[src/rtl/cbus_seq_if.sv]
// Chip-bus sequencer signal bundle: two requester ports plus the shared bd bus pins.
interface cbus_seq_if;
  logic       req0, req1;
  logic       sel0, sel1;
  logic       we0, we1;
  logic [9:0] addr0, addr1;
  logic [7:0] wdata0, wdata1;
  logic       ack0, ack1;
  logic [7:0] rdata;
  logic       busy;
  logic [7:0] bd_in;
  logic [7:0] bd_out;
  logic       bd_oe;
  logic       brd_n, bwr_n;
  logic       w5300_cs_n, sl811_cs_n;
  logic [9:0] w5300_addr;
  logic       sl811_a0;

  modport slave (
    input  req0, req1, sel0, sel1, we0, we1, addr0, addr1, wdata0, wdata1, bd_in,
    output ack0, ack1, rdata, busy, bd_out, bd_oe, brd_n, bwr_n,
           w5300_cs_n, sl811_cs_n, w5300_addr, sl811_a0
  );

  modport master (
    output req0, req1, sel0, sel1, we0, we1, addr0, addr1, wdata0, wdata1, bd_in,
    input  ack0, ack1, rdata, busy, bd_out, bd_oe, brd_n, bwr_n,
           w5300_cs_n, sl811_cs_n, w5300_addr, sl811_a0
  );
endinterface

[src/rtl/cbus_seq.sv]
// Round-robin arbiter and timed cycle sequencer for the W5300/SL811 shared bd bus.
// Every output is a register updated together with the state transition.
module cbus_seq #(
  parameter int W_SETUP  = 2,
  parameter int W_STROBE = 4,
  parameter int S_SETUP  = 1,
  parameter int S_STROBE = 6
) (
  input  logic       fclk,
  input  logic       rst,
  cbus_seq_if.slave  bus
);

  if (W_SETUP < 1 || W_SETUP > 15 || W_STROBE < 1 || W_STROBE > 15 ||
      S_SETUP < 1 || S_SETUP > 15 || S_STROBE < 1 || S_STROBE > 15) begin : g_bad_param
    $error("cbus_seq: timing parameters must be in 1..15");
  end

  localparam logic [3:0] W_SET_LD = 4'(W_SETUP - 1);
  localparam logic [3:0] W_STR_LD = 4'(W_STROBE - 1);
  localparam logic [3:0] S_SET_LD = 4'(S_SETUP - 1);
  localparam logic [3:0] S_STR_LD = 4'(S_STROBE - 1);

  typedef enum logic [1:0] {IDLE, SETUP, STROBE, HOLD} state_t;

  state_t     state_q;
  logic [3:0] cnt_q;
  logic       last_q, gnt_q, sel_q, we_q;
  logic       ack0_q, ack1_q, busy_q, bd_oe_q, brd_n_q, bwr_n_q;
  logic       w_cs_n_q, s_cs_n_q, a0_q;
  logic [7:0] rdata_q, bd_out_q;
  logic [9:0] waddr_q;

  // Tie goes to the port that did not win last time.
  logic       gnt_d;
  logic       sel_d, we_d;
  logic [9:0] addr_d;
  logic [7:0] wdata_d;

  always_comb begin
    gnt_d   = bus.req0 ? (bus.req1 & ~last_q) : 1'b1;
    sel_d   = gnt_d ? bus.sel1   : bus.sel0;
    we_d    = gnt_d ? bus.we1    : bus.we0;
    addr_d  = gnt_d ? bus.addr1  : bus.addr0;
    wdata_d = gnt_d ? bus.wdata1 : bus.wdata0;
  end

  always_ff @(posedge fclk) begin
    if (rst) begin
      state_q  <= IDLE;
      cnt_q    <= '0;
      last_q   <= 1'b1;
      gnt_q    <= 1'b0;
      sel_q    <= 1'b0;
      we_q     <= 1'b0;
      ack0_q   <= 1'b0;
      ack1_q   <= 1'b0;
      busy_q   <= 1'b0;
      bd_oe_q  <= 1'b0;
      brd_n_q  <= 1'b1;
      bwr_n_q  <= 1'b1;
      w_cs_n_q <= 1'b1;
      s_cs_n_q <= 1'b1;
      a0_q     <= 1'b0;
      rdata_q  <= '0;
      bd_out_q <= '0;
      waddr_q  <= '0;
    end else begin
      ack0_q <= 1'b0;
      ack1_q <= 1'b0;
      case (state_q)
        IDLE: if (bus.req0 || bus.req1) begin
          state_q <= SETUP;
          busy_q  <= 1'b1;
          last_q  <= gnt_d;
          gnt_q   <= gnt_d;
          sel_q   <= sel_d;
          we_q    <= we_d;
          cnt_q   <= sel_d ? S_SET_LD : W_SET_LD;
          // The idle chip keeps its address pins where they were.
          if (sel_d) begin
            s_cs_n_q <= 1'b0;
            a0_q     <= addr_d[0];
          end else begin
            w_cs_n_q <= 1'b0;
            waddr_q  <= addr_d;
          end
          if (we_d) begin
            bd_out_q <= wdata_d;
            bd_oe_q  <= 1'b1;
          end
        end
        SETUP: if (cnt_q == '0) begin
          state_q <= STROBE;
          cnt_q   <= sel_q ? S_STR_LD : W_STR_LD;
          if (we_q) bwr_n_q <= 1'b0;
          else      brd_n_q <= 1'b0;
        end else begin
          cnt_q <= cnt_q - 4'd1;
        end
        STROBE: if (cnt_q == '0) begin
          state_q <= HOLD;
          brd_n_q <= 1'b1;
          bwr_n_q <= 1'b1;
          if (!we_q) rdata_q <= bus.bd_in;
          if (gnt_q) ack1_q <= 1'b1;
          else       ack0_q <= 1'b1;
        end else begin
          cnt_q <= cnt_q - 4'd1;
        end
        HOLD: begin
          state_q  <= IDLE;
          busy_q   <= 1'b0;
          w_cs_n_q <= 1'b1;
          s_cs_n_q <= 1'b1;
          bd_oe_q  <= 1'b0;
        end
        default: state_q <= IDLE;
      endcase
    end
  end

  assign bus.ack0       = ack0_q;
  assign bus.ack1       = ack1_q;
  assign bus.rdata      = rdata_q;
  assign bus.busy       = busy_q;
  assign bus.bd_out     = bd_out_q;
  assign bus.bd_oe      = bd_oe_q;
  assign bus.brd_n      = brd_n_q;
  assign bus.bwr_n      = bwr_n_q;
  assign bus.w5300_cs_n = w_cs_n_q;
  assign bus.sl811_cs_n = s_cs_n_q;
  assign bus.w5300_addr = waddr_q;
  assign bus.sl811_a0   = a0_q;

endmodule

[src/flat_wrapper.sv]
// flat-port wrapper written by rule: the top's interface ports become plain ports
module cbus_seq_flat 
#(
  parameter int W_SETUP  = 2,
  parameter int W_STROBE = 4,
  parameter int S_SETUP  = 1,
  parameter int S_STROBE = 6
)
  (fclk, rst, bus_req0, bus_req1, bus_sel0, bus_sel1, bus_we0, bus_we1, bus_addr0, bus_addr1, bus_wdata0, bus_wdata1, bus_bd_in, bus_ack0, bus_ack1, bus_rdata, bus_busy, bus_bd_out, bus_bd_oe, bus_brd_n, bus_bwr_n, bus_w5300_cs_n, bus_sl811_cs_n, bus_w5300_addr, bus_sl811_a0);
  cbus_seq_if bus_i ();
  input  logic fclk;
  input  logic rst;
  input wire logic [$bits(bus_i.req0)-1:0] bus_req0;
  input wire logic [$bits(bus_i.req1)-1:0] bus_req1;
  input wire logic [$bits(bus_i.sel0)-1:0] bus_sel0;
  input wire logic [$bits(bus_i.sel1)-1:0] bus_sel1;
  input wire logic [$bits(bus_i.we0)-1:0] bus_we0;
  input wire logic [$bits(bus_i.we1)-1:0] bus_we1;
  input wire logic [$bits(bus_i.addr0)-1:0] bus_addr0;
  input wire logic [$bits(bus_i.addr1)-1:0] bus_addr1;
  input wire logic [$bits(bus_i.wdata0)-1:0] bus_wdata0;
  input wire logic [$bits(bus_i.wdata1)-1:0] bus_wdata1;
  input wire logic [$bits(bus_i.bd_in)-1:0] bus_bd_in;
  output wire logic [$bits(bus_i.ack0)-1:0] bus_ack0;
  output wire logic [$bits(bus_i.ack1)-1:0] bus_ack1;
  output wire logic [$bits(bus_i.rdata)-1:0] bus_rdata;
  output wire logic [$bits(bus_i.busy)-1:0] bus_busy;
  output wire logic [$bits(bus_i.bd_out)-1:0] bus_bd_out;
  output wire logic [$bits(bus_i.bd_oe)-1:0] bus_bd_oe;
  output wire logic [$bits(bus_i.brd_n)-1:0] bus_brd_n;
  output wire logic [$bits(bus_i.bwr_n)-1:0] bus_bwr_n;
  output wire logic [$bits(bus_i.w5300_cs_n)-1:0] bus_w5300_cs_n;
  output wire logic [$bits(bus_i.sl811_cs_n)-1:0] bus_sl811_cs_n;
  output wire logic [$bits(bus_i.w5300_addr)-1:0] bus_w5300_addr;
  output wire logic [$bits(bus_i.sl811_a0)-1:0] bus_sl811_a0;
  assign bus_i.req0 = bus_req0;
  assign bus_i.req1 = bus_req1;
  assign bus_i.sel0 = bus_sel0;
  assign bus_i.sel1 = bus_sel1;
  assign bus_i.we0 = bus_we0;
  assign bus_i.we1 = bus_we1;
  assign bus_i.addr0 = bus_addr0;
  assign bus_i.addr1 = bus_addr1;
  assign bus_i.wdata0 = bus_wdata0;
  assign bus_i.wdata1 = bus_wdata1;
  assign bus_i.bd_in = bus_bd_in;
  assign bus_ack0 = bus_i.ack0;
  assign bus_ack1 = bus_i.ack1;
  assign bus_rdata = bus_i.rdata;
  assign bus_busy = bus_i.busy;
  assign bus_bd_out = bus_i.bd_out;
  assign bus_bd_oe = bus_i.bd_oe;
  assign bus_brd_n = bus_i.brd_n;
  assign bus_bwr_n = bus_i.bwr_n;
  assign bus_w5300_cs_n = bus_i.w5300_cs_n;
  assign bus_sl811_cs_n = bus_i.sl811_cs_n;
  assign bus_w5300_addr = bus_i.w5300_addr;
  assign bus_sl811_a0 = bus_i.sl811_a0;
  cbus_seq #(.W_SETUP(W_SETUP), .W_STROBE(W_STROBE), .S_SETUP(S_SETUP), .S_STROBE(S_STROBE)) u_core (.fclk(fclk), .rst(rst), .bus(bus_i));
endmodule
[config.mk]
export PLATFORM = sky130hd
export DESIGN_NAME = cbus_seq_flat
export DESIGN_NICKNAME = d
export VERILOG_FILES = /design/src/rtl/cbus_seq_if.sv /design/src/rtl/cbus_seq.sv /design/src/flat_wrapper.sv
export SDC_FILE = /design/constraint.sdc
export NUM_CORES = 1
export LEC_CHECK = 0
export CAP_MARGIN = 0
export CORE_AREA = 2 2 73 127
export CTS_CLUSTER_SIZE = 14
export DETAILED_ROUTE_END_ITERATION = 7
export DIE_AREA = 0 0 75 129
export PLACE_DENSITY = 0.48
export SLEW_MARGIN = 20
export SYNTH_ARGS = -nofsm -noshare
export SYNTH_HDL_FRONTEND = slang
export SYNTH_SLANG_ARGS = --single-unit
export TNS_END_PERCENT = 30
[constraint.sdc]
create_clock -name fclk -period 2.7 [get_ports fclk]
set_input_delay 0.27 -clock fclk [delete_from_list [all_inputs] [get_ports fclk]]
set_output_delay 0.27 -clock fclk [all_outputs]
set_load 0.02 [all_outputs]
==> results by group <==
Status
  • Status: finished clean

Power
  • Net switching power: 1.21 mW
  • Lkg Pwr: 1.22 nW
  • Gate power share: 49.1%
  • Power per cell area: around 940 nW/um^2
  • Share of total power in the clock network: 20.1%
  • P_int: 1.94 mW
  • Net Sw Frac: around two fifths
  • Max VDD drop: 0.418 mV
  • Overall Power: about 3.1 mW
  • Flop pwr share: 30.8%

Finish
  • Layout overhead on the synthesized area: 48.3%
  • Post-route insts no fill: about 470
  • Core Util, Final: approximately 40%
  • Design area: 3350 um^2
  • Fin nets: ~400
  • Commonest non-fill, non-tap cell in the layout: clkdlybuf4s50_1
  • Share of cells above drive strength 1: 8.62%
  • ANT cells: 0
  • Commonest cells after routing, fill and taps aside: clkdlybuf4s50_1 (85), dfxtp_1 (45), nand2_1 (32)

Critical path
  • Worst r2r dst: u_core.bus.w5300_addr[6]
  • R2R Path Start: u_core.state_q[0]
  • Arrival time at the worst endpoint: 2210 ps
  • Critical Path RT: 2840 ps
  • CP Capture Type: register
  • Path depth of the worst reg2reg path: 7
  • CP max stage delay: 450 ps
  • Worst path slowest cell: and2_1
  • R2r setup slk: between 600 and 700 ps
  • CP Launch Type: register
  • Crit Path Category: register to register
  • CP max FO: 11
  • Crit path max-delay family: compound AO/OA/AOI/OAI gates
  • CP cell instances: inv_1 -> ha_1 -> o21ai_1 -> buf_4 -> a31oi_1 -> and2_1 -> a311oi_1
  • Buf/Inv on CP: 2

Floorplanning
  • Die Area: 9680 um^2
  • Initial Util: 26.3%
  • IO Count: 87
  • Die Height: 129 um
  • Die width: 75 um
  • Core footprint: roughly 8600 um^2
  • FP Rows: 45

Hold path
  • Hold path depth: 2
  • HP Class: primary input to register
  • Hold path start: rst
  • Hold EP: u_core.state_q[1]

STA
  • Rel. slew slack: 57.1%
  • # setup viols final: 0
  • Fin. max-slew vios: 0
  • Unrepaired setup endpoints after global routing: false
  • Max Fclk: 0.484 GHz
  • Worst Hold Slack: 401 ps
  • Worst slew pin tran: 643 ps
  • Tmin final: 2070 ps
  • Final TNS setup: 0 ps
  • Min setup slack post-route: 634 ps
  • Period utilization: 76.5%
  • Fin. Hold Viols: 0
  • Worst Skew: 5.24 ps

Route
  • Wirelength per Cell: 15.1 um
  • DR iter-0 viols: 84
  • Drt via density: 4.88
  • DRT Pass-1 Iters: 4
  • Via count: 2267
  • Wirelength, routed: 7030 um
  • Drt drc: 0
  • Antenna-violating nets left: 0

Synth
  • Number of enable flip-flop cells after synthesis: 0
  • Cell variety after synth: 47
  • Synth warn: 0
  • Asr flop ratio synth: 0%
  • Syn avg cell area: 8.50 um^2
  • Sequential share of the synthesized area: 39.8%
  • Synthesized instance count: 266
  • Syn nets: 324
  • Cell Area, Synth: 2260 um^2
  • Synth Flop Type: dfxtp_1
  • Synth Register Bits: 45

Global route
  • Vias in the first global route: 2344
  • GRT Overall Usage: about 15%
  • Antenna violations before repair: 0
  • First-pass GRT wire length: 11300 um
  • GRT overflow: 0
  • Largest net degree at the start of global routing: 27

Place
  • Pre-CTS WS: between 400 and 500 ps
  • Number of port buffers: 86
  • Placed Instance Area: 3200 um^2
  • Routability cong.: 0.784
  • Final HPWL DP: 5400 um
  • Cells after DPL: 457

Clock tree
  • Post-CTS sizing: 0
  • Clock sink count: 45
  • Post-CTS Setup Repair Bufs: 0
  • Clock tree from TritonCTS: built
  • Clock buffer depth: 2
  • Worst-path clk slew: 60 ps
  • Cts bufs inserted: 5
  • Clk_lat worst skew: 290 ps
  • Root buffer cell: clkbuf_16
  • Hold_buf cts: 0
  • H-Tree Depth: 2

Run
  • Max-Cap Viols: 0
[logic make-up after synthesis]
logic type	count (synthesis)	synth area share, %
adders and majority gates	6	3.32
muxes	6	2.71
xor gates and xnor gates	1	0.387
DFF	45	39.8
buffers and inverters	28	6.91
and+or+nand+nor	103	23.6
AOI/OAI and AO/OA	77	23.3
[cells in the mapped netlist, types with 2 or more instances]
library cell / count / share of area, %
o21bai_1: 2 / 0.66
a211oi_1: 5 / 1.7
inv_1: 7 / 1.2
a21oi_1: 25 / 5.5
buf_6: 4 / 2.0
o32ai_1: 2 / 0.77
nand3_1: 23 / 5.1
o21ai_0: 12 / 2.7
ha_1: 6 / 3.3
nand2b_1: 2 / 0.55
nor2b_1: 2 / 0.55
nor3_1: 13 / 2.9
nand2_1: 32 / 5.3
a311oi_1: 18 / 7.0
a31oi_1: 3 / 0.83
dfxtp_1: 45 / 40
nand3b_1: 3 / 1.0
clkbuf_1: 8 / 1.3
buf_4: 4 / 1.3
nor2_1: 15 / 2.5
buf_2: 5 / 1.1
mux2i_1: 5 / 2.2
[power by group through the flow]
stage          Sequential [mW]  Combinational (mW)  Clock (mW)
2_1_floorplan             1.11               0.891           0
3_3_place_gp             0.984                1.55           0
3_5_place_dp             0.981                1.56           0
4_1_cts                  0.971                1.56       0.654
5_1_grt                  0.997                1.69       0.681
6_report                 0.968                1.54       0.634
[routing by layer]
| metal | share of wire, % | up-vias | track usage [%] |
|---|---|---|---|
| met1 | 36 | 1049 | 15.6 |
| met3 | 6.4 | 11 | 4.54 |
| met5 | 0 | - | 0 |
| li1 | - | 1132 | - |
| met4 | 2.4 | 0 | 6.72 |
| met2 | 55 | 75 | 27.9 |
[sequential cells by signal (all words and copies together) (netlist names)]
signal	cells
u_core.bus.ack0	1
u_core.bus.ack1	1
u_core.bus.bd_oe	1
u_core.bus.bd_out	8
u_core.bus.brd_n	1
u_core.bus.busy	1
u_core.bus.bwr_n	1
u_core.bus.rdata	8
u_core.bus.sl811_a0	1
u_core.bus.sl811_cs_n	1
u_core.bus.w5300_addr	10
u_core.bus.w5300_cs_n	1
u_core.cnt_q	4
u_core.gnt_q	1
u_core.last_q	1
u_core.sel_q	1
u_core.state_q	2
u_core.we_q	1
[final cells by class]
cell class,instances,area [um^2]
repair buffers,95,923
well taps,117,146
clock inverters,2,13.8
inverters,7,26.3
flip-flops and latches,45,901
fillers,874,5260
multi-input cells,193,1200
clock buffers,6,139
[worst max-delay path by stage]
stage / cells past startpoint / slack [ps] / from / endpoint
6_report: 7 / 630 / u_core.state_q[0] / u_core.bus.w5300_addr[6]
4_1_cts: 7 / 670 / u_core.state_q[0] / u_core.bus.w5300_addr[6]
3_3_place_gp: 6 / 530 / bus_req1 / u_core.bus.bd_out[6]
2_1_floorplan: 8 / 1010 / u_core.state_q[0] / u_core.cnt_q[3]
3_5_place_dp: 6 / 470 / bus_req1 / u_core.bus.bd_out[5]
5_1_grt: 7 / 450 / u_core.state_q[0] / u_core.bus.w5300_addr[6]
No activity file was read; power rests on OpenSTA's default activity.
